File: src/rtl/counter_sweep_ctrl_pkg.sv
// Shared types and constants for the counter triangle-sweep sequencer.
package counter_sweep_pkg;

  localparam int unsigned SWEEP_WIDTH  = 8;
  localparam int unsigned PERIOD_WIDTH = 8;

  typedef enum logic [2:0] {
    IDLE = 3'd0,
    LOAD = 3'd1,
    UP   = 3'd2,
    DOWN = 3'd3,
    DONE = 3'd4
  } sweep_state_t;

endpackage

File: src/rtl/counter_sweep_ctrl_if.sv
// Handshake and counter-control bundle between the sweep sequencer, its requester and the counter.
interface counter_sweep_ctrl_if #(
  parameter int unsigned WIDTH = counter_sweep_pkg::SWEEP_WIDTH
);
  import counter_sweep_pkg::*;

  logic                    start;
  logic                    abort;
  logic [WIDTH-1:0]        lo;
  logic [WIDTH-1:0]        hi;
  logic [PERIOD_WIDTH-1:0] periods;
  logic [WIDTH-1:0]        ctr_count;
  logic                    ctr_load;
  logic                    ctr_up_down;
  logic [WIDTH-1:0]        ctr_load_data;
  logic                    busy;
  logic                    done;
  logic                    cfg_err;
  logic [PERIOD_WIDTH-1:0] period_cnt;

  modport master (
    output start, abort, lo, hi, periods, ctr_count,
    input  ctr_load, ctr_up_down, ctr_load_data, busy, done, cfg_err, period_cnt
  );

  modport slave (
    input  start, abort, lo, hi, periods, ctr_count,
    output ctr_load, ctr_up_down, ctr_load_data, busy, done, cfg_err, period_cnt
  );

endinterface

File: src/rtl/counter_sweep_ctrl.sv
// Sequencer that steers the loadable counter through lo->hi->lo triangle periods,
// then parks it at lo. Outputs are decoded from the state register and the live count.
module counter_sweep_ctrl
  import counter_sweep_pkg::*;
#(
  parameter int unsigned WIDTH = SWEEP_WIDTH
) (
  input  logic                clk_i,
  input  logic                reset_i,
  counter_sweep_ctrl_if.slave sweep_io
);

  localparam logic [PERIOD_WIDTH-1:0] PCNT_ZERO = {PERIOD_WIDTH{1'b0}};
  localparam logic [PERIOD_WIDTH-1:0] PCNT_ONE  = {{(PERIOD_WIDTH-1){1'b0}}, 1'b1};

  sweep_state_t            state_q, state_d, fsm_next_s;
  logic [WIDTH-1:0]        lo_q, lo_d;
  logic [WIDTH-1:0]        hi_q, hi_d;
  logic [PERIOD_WIDTH-1:0] periods_q, periods_d;
  logic [PERIOD_WIDTH-1:0] period_cnt_q, period_cnt_d;
  logic                    cfg_err_q, cfg_err_d;

  logic                    start_req_s;
  logic                    cfg_ok_s;
  logic                    at_hi_s;
  logic                    at_lo_s;
  logic                    abort_hit_s;
  logic                    last_period_s;
  logic [PERIOD_WIDTH-1:0] period_cnt_inc_s;
  logic                    ctr_load_s;
  logic                    ctr_up_down_s;
  logic                    busy_s;
  logic                    done_s;

  assign start_req_s      = sweep_io.start && !sweep_io.abort;
  assign cfg_ok_s         = (sweep_io.lo < sweep_io.hi) && (sweep_io.periods != PCNT_ZERO);
  assign at_hi_s          = (sweep_io.ctr_count == hi_q);
  assign at_lo_s          = (sweep_io.ctr_count == lo_q);
  assign abort_hit_s      = sweep_io.abort && (state_q != IDLE);
  assign period_cnt_inc_s = period_cnt_q + PCNT_ONE;
  assign last_period_s    = (period_cnt_inc_s == periods_q);

  // next-state, latched configuration and Mealy counter controls
  always_comb begin
    fsm_next_s    = state_q;
    lo_d          = lo_q;
    hi_d          = hi_q;
    periods_d     = periods_q;
    period_cnt_d  = period_cnt_q;
    cfg_err_d     = 1'b0;
    ctr_load_s    = 1'b0;
    ctr_up_down_s = 1'b0;
    busy_s        = 1'b0;
    done_s        = 1'b0;

    case (state_q)
      IDLE: begin
        ctr_load_s = 1'b1;
        if (start_req_s && cfg_ok_s) begin
          lo_d         = sweep_io.lo;
          hi_d         = sweep_io.hi;
          periods_d    = sweep_io.periods;
          period_cnt_d = PCNT_ZERO;
          fsm_next_s   = LOAD;
        end else if (start_req_s) begin
          cfg_err_d = 1'b1;
        end else begin
          fsm_next_s = IDLE;
        end
      end
      LOAD: begin
        ctr_load_s = 1'b1;
        busy_s     = 1'b1;
        fsm_next_s = UP;
      end
      UP: begin
        busy_s = 1'b1;
        if (at_hi_s) begin
          ctr_up_down_s = 1'b1;
          fsm_next_s    = DOWN;
        end else begin
          ctr_up_down_s = 1'b0;
        end
      end
      DOWN: begin
        busy_s = 1'b1;
        if (!at_lo_s) begin
          ctr_up_down_s = 1'b1;
        end else begin
          // abort freezes the period count even on the trough cycle
          if (!sweep_io.abort) begin
            period_cnt_d = period_cnt_inc_s;
          end else begin
            period_cnt_d = period_cnt_q;
          end
          if (last_period_s) begin
            ctr_load_s = 1'b1;
            fsm_next_s = DONE;
          end else begin
            ctr_up_down_s = 1'b0;
            fsm_next_s    = UP;
          end
        end
      end
      DONE: begin
        ctr_load_s = 1'b1;
        done_s     = 1'b1;
        fsm_next_s = IDLE;
      end
      default: begin
        ctr_load_s = 1'b1;
        fsm_next_s = IDLE;
      end
    endcase

    if (abort_hit_s) begin
      state_d = IDLE;
    end else begin
      state_d = fsm_next_s;
    end
  end

  // state and configuration registers
  always_ff @(posedge clk_i) begin
    if (reset_i) begin
      state_q      <= IDLE;
      lo_q         <= {WIDTH{1'b0}};
      hi_q         <= {WIDTH{1'b0}};
      periods_q    <= PCNT_ZERO;
      period_cnt_q <= PCNT_ZERO;
      cfg_err_q    <= 1'b0;
    end else begin
      state_q      <= state_d;
      lo_q         <= lo_d;
      hi_q         <= hi_d;
      periods_q    <= periods_d;
      period_cnt_q <= period_cnt_d;
      cfg_err_q    <= cfg_err_d;
    end
  end

  assign sweep_io.ctr_load      = ctr_load_s;
  assign sweep_io.ctr_up_down   = ctr_up_down_s;
  assign sweep_io.ctr_load_data = lo_q;
  assign sweep_io.busy          = busy_s;
  assign sweep_io.done          = done_s;
  assign sweep_io.cfg_err       = cfg_err_q;
  assign sweep_io.period_cnt    = period_cnt_q;

endmodule

File: src/flat_wrapper.sv
// flat-port wrapper written by rule: the top's interface ports become plain ports
module counter_sweep_ctrl_flat import counter_sweep_pkg::*;
#(
  parameter int unsigned WIDTH = SWEEP_WIDTH
)
  (clk_i, reset_i, sweep_io_start, sweep_io_abort, sweep_io_lo, sweep_io_hi, sweep_io_periods, sweep_io_ctr_count, sweep_io_ctr_load, sweep_io_ctr_up_down, sweep_io_ctr_load_data, sweep_io_busy, sweep_io_done, sweep_io_cfg_err, sweep_io_period_cnt);
  counter_sweep_ctrl_if #(.WIDTH(WIDTH)) sweep_io_i ();
  input  logic clk_i;
  input  logic reset_i;
  input wire logic [$bits(sweep_io_i.start)-1:0] sweep_io_start;
  input wire logic [$bits(sweep_io_i.abort)-1:0] sweep_io_abort;
  input wire logic [$bits(sweep_io_i.lo)-1:0] sweep_io_lo;
  input wire logic [$bits(sweep_io_i.hi)-1:0] sweep_io_hi;
  input wire logic [$bits(sweep_io_i.periods)-1:0] sweep_io_periods;
  input wire logic [$bits(sweep_io_i.ctr_count)-1:0] sweep_io_ctr_count;
  output wire logic [$bits(sweep_io_i.ctr_load)-1:0] sweep_io_ctr_load;
  output wire logic [$bits(sweep_io_i.ctr_up_down)-1:0] sweep_io_ctr_up_down;
  output wire logic [$bits(sweep_io_i.ctr_load_data)-1:0] sweep_io_ctr_load_data;
  output wire logic [$bits(sweep_io_i.busy)-1:0] sweep_io_busy;
  output wire logic [$bits(sweep_io_i.done)-1:0] sweep_io_done;
  output wire logic [$bits(sweep_io_i.cfg_err)-1:0] sweep_io_cfg_err;
  output wire logic [$bits(sweep_io_i.period_cnt)-1:0] sweep_io_period_cnt;
  assign sweep_io_i.start = sweep_io_start;
  assign sweep_io_i.abort = sweep_io_abort;
  assign sweep_io_i.lo = sweep_io_lo;
  assign sweep_io_i.hi = sweep_io_hi;
  assign sweep_io_i.periods = sweep_io_periods;
  assign sweep_io_i.ctr_count = sweep_io_ctr_count;
  assign sweep_io_ctr_load = sweep_io_i.ctr_load;
  assign sweep_io_ctr_up_down = sweep_io_i.ctr_up_down;
  assign sweep_io_ctr_load_data = sweep_io_i.ctr_load_data;
  assign sweep_io_busy = sweep_io_i.busy;
  assign sweep_io_done = sweep_io_i.done;
  assign sweep_io_cfg_err = sweep_io_i.cfg_err;
  assign sweep_io_period_cnt = sweep_io_i.period_cnt;
  counter_sweep_ctrl #(.WIDTH(WIDTH)) u_core (.clk_i(clk_i), .reset_i(reset_i), .sweep_io(sweep_io_i));
endmodule
File: config.mk
export PLATFORM = sky130hd
export DESIGN_NAME = counter_sweep_ctrl_flat
export DESIGN_NICKNAME = d
export VERILOG_FILES = /design/src/rtl/counter_sweep_ctrl_pkg.sv /design/src/rtl/counter_sweep_ctrl_if.sv /design/src/rtl/counter_sweep_ctrl.sv /design/src/flat_wrapper.sv
export SDC_FILE = /design/constraint.sdc
export NUM_CORES = 1
export LEC_CHECK = 0
export CAP_MARGIN = 20
export CORE_ASPECT_RATIO = 1.25
export CORE_MARGIN = 5
export CORE_UTILIZATION = 40
export DETAILED_ROUTE_END_ITERATION = 16
export PLACE_DENSITY = 0.68
export SKIP_CTS_REPAIR_TIMING = 1
export SYNTH_ARGS = -nofsm -noshare
export SYNTH_HDL_FRONTEND = slang
export SYNTH_SLANG_ARGS = --single-unit
export TNS_END_PERCENT = 50
File: constraint.sdc
create_clock -name clk_i -period 6.1 [get_ports clk_i]
set_input_delay 1.22 -clock clk_i [delete_from_list [all_inputs] [get_ports clk_i]]
set_output_delay 1.22 -clock clk_i [all_outputs]
set_load 0.005 [all_outputs]
# After elaboration in Yosys (flattened, before gate mapping)
# Cells that the tools add are included.
[totals] regBits=36 latch_bits=0 ramBits=0 rom_bits=0 in_bits=36 out_inout_bits=21 word_cells=55 mem_count=0
[classes] addsub=1 mul=0 div=0 n_lt_le_gt_ge=1 n_eq_ne=12 shift=0 muxes=19 bitwise=1 n_reduce_logical=15
[op_table] op="$eq 8x8->1" n=3
[op_table] op="$mux 8" n=3
[op_table] op="$pmux 8 s2" n=1
[op_table] op="$mux 3" n=5
[op_table] op="$pmux 3 s4" n=1
[op_table] op="$add 8x1->8 const B" n=1
[op_table] op="$lt 8x8->1" n=1
[op_table] op="$reduce_bool 8->1" n=1
[op_table] op="$mux 1" n=7
[op_table] op="$eq 3x2->1 const B" n=2
[op_table] op="$ne 2x1->1 const B" n=3
[op_table] op="$reduce_or 3->1" n=2
[op_table] op="$logic_and 1x1->1" n=4
[op_table] op="$pmux 1 s2" n=2
[op_table] op="$reduce_and 4->1" n=1
[op_table] op="$eq 3x1->1 const B" n=1
[op_table] op="$eq 3x3->1 const B" n=1
[op_table] op="$logic_not 3->1" n=1
[op_table] op="$ne 3x3->1 const B" n=1
[op_table] op="$reduce_and 3->1" n=1
[op_table] op="$reduce_bool 3->1" n=1
[op_table] op="$ne 2x2->1 const B" n=1
[op_table] op="$reduce_and 2->1" n=1
[op_table] op="$reduce_bool 2->1" n=1
[op_table] op="other kinds (3)" n=3

# Longest topological paths before layout
[logic_depth] depth_word=5 mapped_depth=10 depth_no_buf=8

# Worst setup path before layout
# No wires, ideal clock.
[synth_timing] path_type="input-to-output" start="in sweep_io_ctr_count[1]" end="out sweep_io_ctr_up_down" arrival_ps=2167 required_ps=4880 path_slack_ps=2713 stages=5 path_buffers=0 cell_sequence="xor2_1 nor4_2 nand2_2 a21oi_1 nor2_1"
[synth_between] elab_chain_cells=3
[synth_lines] element="start, declared" line="flat_wrapper.sv:15" rtl="input wire logic [$bits(sweep_io_i.ctr_count)-1:0] sweep_io_ctr_count;"
[synth_lines] element="$eq 8x8->1 (on tied branches)" line="counter_sweep_ctrl.sv:38, counter_sweep_ctrl.sv:37"
[synth_lines] element="$mux 1 (on tied branches)" line="counter_sweep_ctrl.sv:87, counter_sweep_ctrl.sv:78"
[synth_lines] element="$pmux 1 s2 (*)" line="counter_sweep_ctrl.sv:56" rtl="case (state_q)"
[synth_lines] element="end, declared" line="flat_wrapper.sv:17" rtl="output wire logic [$bits(sweep_io_i.ctr_up_down)-1:0] sweep_io_ctr_up_down;"
# Mark *: on every way between the ends. The rest lies on a longest branch, timed or not.

# Worst setup path in the final report
[layout_timing] start="in sweep_io_ctr_count[6]" end="out sweep_io_ctr_up_down"
# The elaborated chain is that of the path after synthesis.

==> results.toml <==
[run_status]
status = "finished clean"

[floorplanning]
initial_utilization = 0.413
fp.dieW_um = 75.0
rows = 29
die_area_um2 = 6850
ioPinCount = 57
core_um2 = 5120
dieHeight_um = 91.3

[worst_setup_path]
crit_required_ps = 4880
crit_start = "sweep_io_ctr_count[6]"
crit_slowest_cell = "nor4_2"
crit_chain = "clkdlybuf4s50_1 -> xor2_1 -> nor4_2 -> nand2_2 -> a21oi_1 -> nor2_1 -> clkdlybuf4s50_1"
critPathKind = "primary input to primary output"
crit_top_cell = "clkdlybuf4s50_1"
crit_family = "buffers and inverters"
path_buf_inv = 2
end_kind = "primary output"
max_stage_delay_ps = 490
cp-start-kind = "primary input"
worstPathArrival_ps = 3280
r2r-start = "u_core.sweep_io.period_cnt[0]"
cp_max_fo = 10

[finish]
syn_to_final_growth_pct = 33.6
design_area_um2 = 2820
drive_gt1_frac = 0.0526
finalNetCount = 366
final_common_cell = "clkdlybuf4s50_1"
final_util = 0.552
layout_common_cells = "clkdlybuf4s50_1, nand2_1, dfxtp_1"
antenna_cells = 0

[worst_hold_path]
hold_class = "flip-flop to flip-flop"
min-delay-start = "u_core.hi_q[2]"

[timing]
fin_crit_sh = 0.738
drv_slew = 0
setup_violations = 0
fmax_mhz = 222
relSlewSlack = 0.594
rsz0062_at_grt = "no"
finalHoldViolCount = 0
final.setup.tns_ps = 0
fin_crit_ps = 4500
finClkSkew_ps = 3.29
max_slew.worst_pin.slew_ps = 604

[detailed_routing]
wl_per_cell_um = 15.0
drt-total-wl_um = 5790
drtIter0Drc = 63
vias = 2089
postRouteAntennaNets = 0
firstDrtPassIters = 8
vias_per_cell = 5.43
post-route-drc-count = 0

[global_routing]
grt_pass1_vias = 2102
grt_pass1_wl_um = 9720
grt_overflow = 0
antenna_found_initial = 0
grt_max_degree = 40
track_usage = 0.180

[clocking]
clockBufferDepth = 2
cts_buffers = 5
root_buffer = "clkbuf_8"
htreeDepth = 2
tritoncts = "yes"
path_clk_slew_ps = 70
worstSkewPairLatency_ps = 280
clkSinkCount = 36

[logic_synthesis]
ys_seq_area_frac = 0.341
async_reset_ff_frac = 0
ys_seq_elements = 36
synth_area_leader_cell = "dfxtp_1"
yosys.cell_types.count = 47
syn_nets = 310
synthCells = 266
synth_top_cell_area_share = 0.341
ys.warnings.count = 0
synth-edff-count = 0
synth_area_leaders = "dfxtp_1, nand2_1, a21oi_1"
netlist_area_um2 = 2110
ys.flop_type = "dfxtp_1"
avgSynthCellArea_um2 = 7.94

[run]
cap_violations = 0

[place]
io_buffers = 56
gp_congestion = 0.861
hpwl_um = 4560
place_area_um2 = 2730

[power]
leakagePower_nw = 1.03
power.density_nw_per_um2 = 197
worst_ir_drop_vdd_v = 0.000135
==> routing by layer <==
layer	share of wire	GRT usage	vias up
li1	-	-	1051
met1	0.42	0.217	964
met2	0.50	0.309	58
met3	0.048	0.0398	16
met4	0.025	0.0593	0
met5	0	0	-
==> path summary, 6_finish.rpt <==
kind                     endpoint  slack, ps  cells past startpoint
max          sweep_io_ctr_up_down       1600                      7
min                u_core.hi_q[2]        470                      2
max reg2reg     u_core.state_q[2]       3700                      7
min reg2reg        u_core.hi_q[2]        470                      2
==> power by group <==
part | leakage, nW | total (mW) | switching, mW | internal (mW)
logic | 0.689 | 0.124 | 0.0591 | 0.0651
clock network | 0.0455 | 0.174 | 0.0822 | 0.0921
registers | 0.292 | 0.257 | 0.0106 | 0.247
==> Yosys cell counts, drive strengths merged (2+ instances only) <==
library cell  count
o21bai            2
o2111ai           2
nand3            10
a211oi            2
or3               5
a211o             2
xnor2            10
dfxtp            36
nand2            46
nand3b            2
nor4              5
a31oi             2
clkbuf            8
nor2b             5
buf               2
a21oi            24
a21boi            2
nor3              4
nand2b            3
inv              13
a22oi             2
o21ai             7
xor2             13
o21a              2
nor2             18
o32ai             5
mux2i             7
ha                8
o211ai            3
==> registers in the layout, indices dropped and copies added, names as in the netlist <==
| name | flops |
|---|---|
| u_core.sweep_io.cfg_err | 1 |
| u_core.state_q | 3 |
| u_core.sweep_io.period_cnt | 8 |
| u_core.hi_q | 8 |
| u_core.sweep_io.ctr_load_data | 8 |
| u_core.periods_q | 8 |
==> cell type report <==
class	instances	area (um2)
sequential	36	721
fill	486	2290
tap	62	77.6
multi-input combinational	207	1300
timing repair buffer	59	583
clock buffer	8	90.1
inverter	13	48.8
==> worst reg2reg max path, stage by stage, from the launching register on <==
cell and delay (ps):
dfxtp_1 500, ha_1 320, xor2_1 150, a2111oi_0 390, o2111ai_1 180, nor3_1 280
nand3b_1 180, nor4b_1 300
==> cell families after synthesis <==
kind of cell,Yosys count,synth area share
multiplexers,7,0.0332
buffers and inverters,23,0.0420
flip-flops,36,0.341
AND/OR/NAND/NOR,104,0.237
adder cells (fa/ha/maj),8,0.0474
XOR/XNOR,23,0.0953
AO/OA/AOI/OAI,65,0.204
==> stage by stage <==
step | hold WS [ps] | setup slack (ps) | total power, mW | instances
2_1_floorplan | 441 | 2710 | 0.328 | 266
3_3_place_gp | 453 | 1630 | 0.386 | 377
3_5_place_dp | 460 | 1590 | 0.387 | 377
4_1_cts | 471 | 1580 | 0.563 | 385
5_1_grt | 493 | 1450 | 0.589 | 385
6_report | 474 | 1600 | 0.556 | 385
No activity file was read; power rests on OpenSTA's default activity.
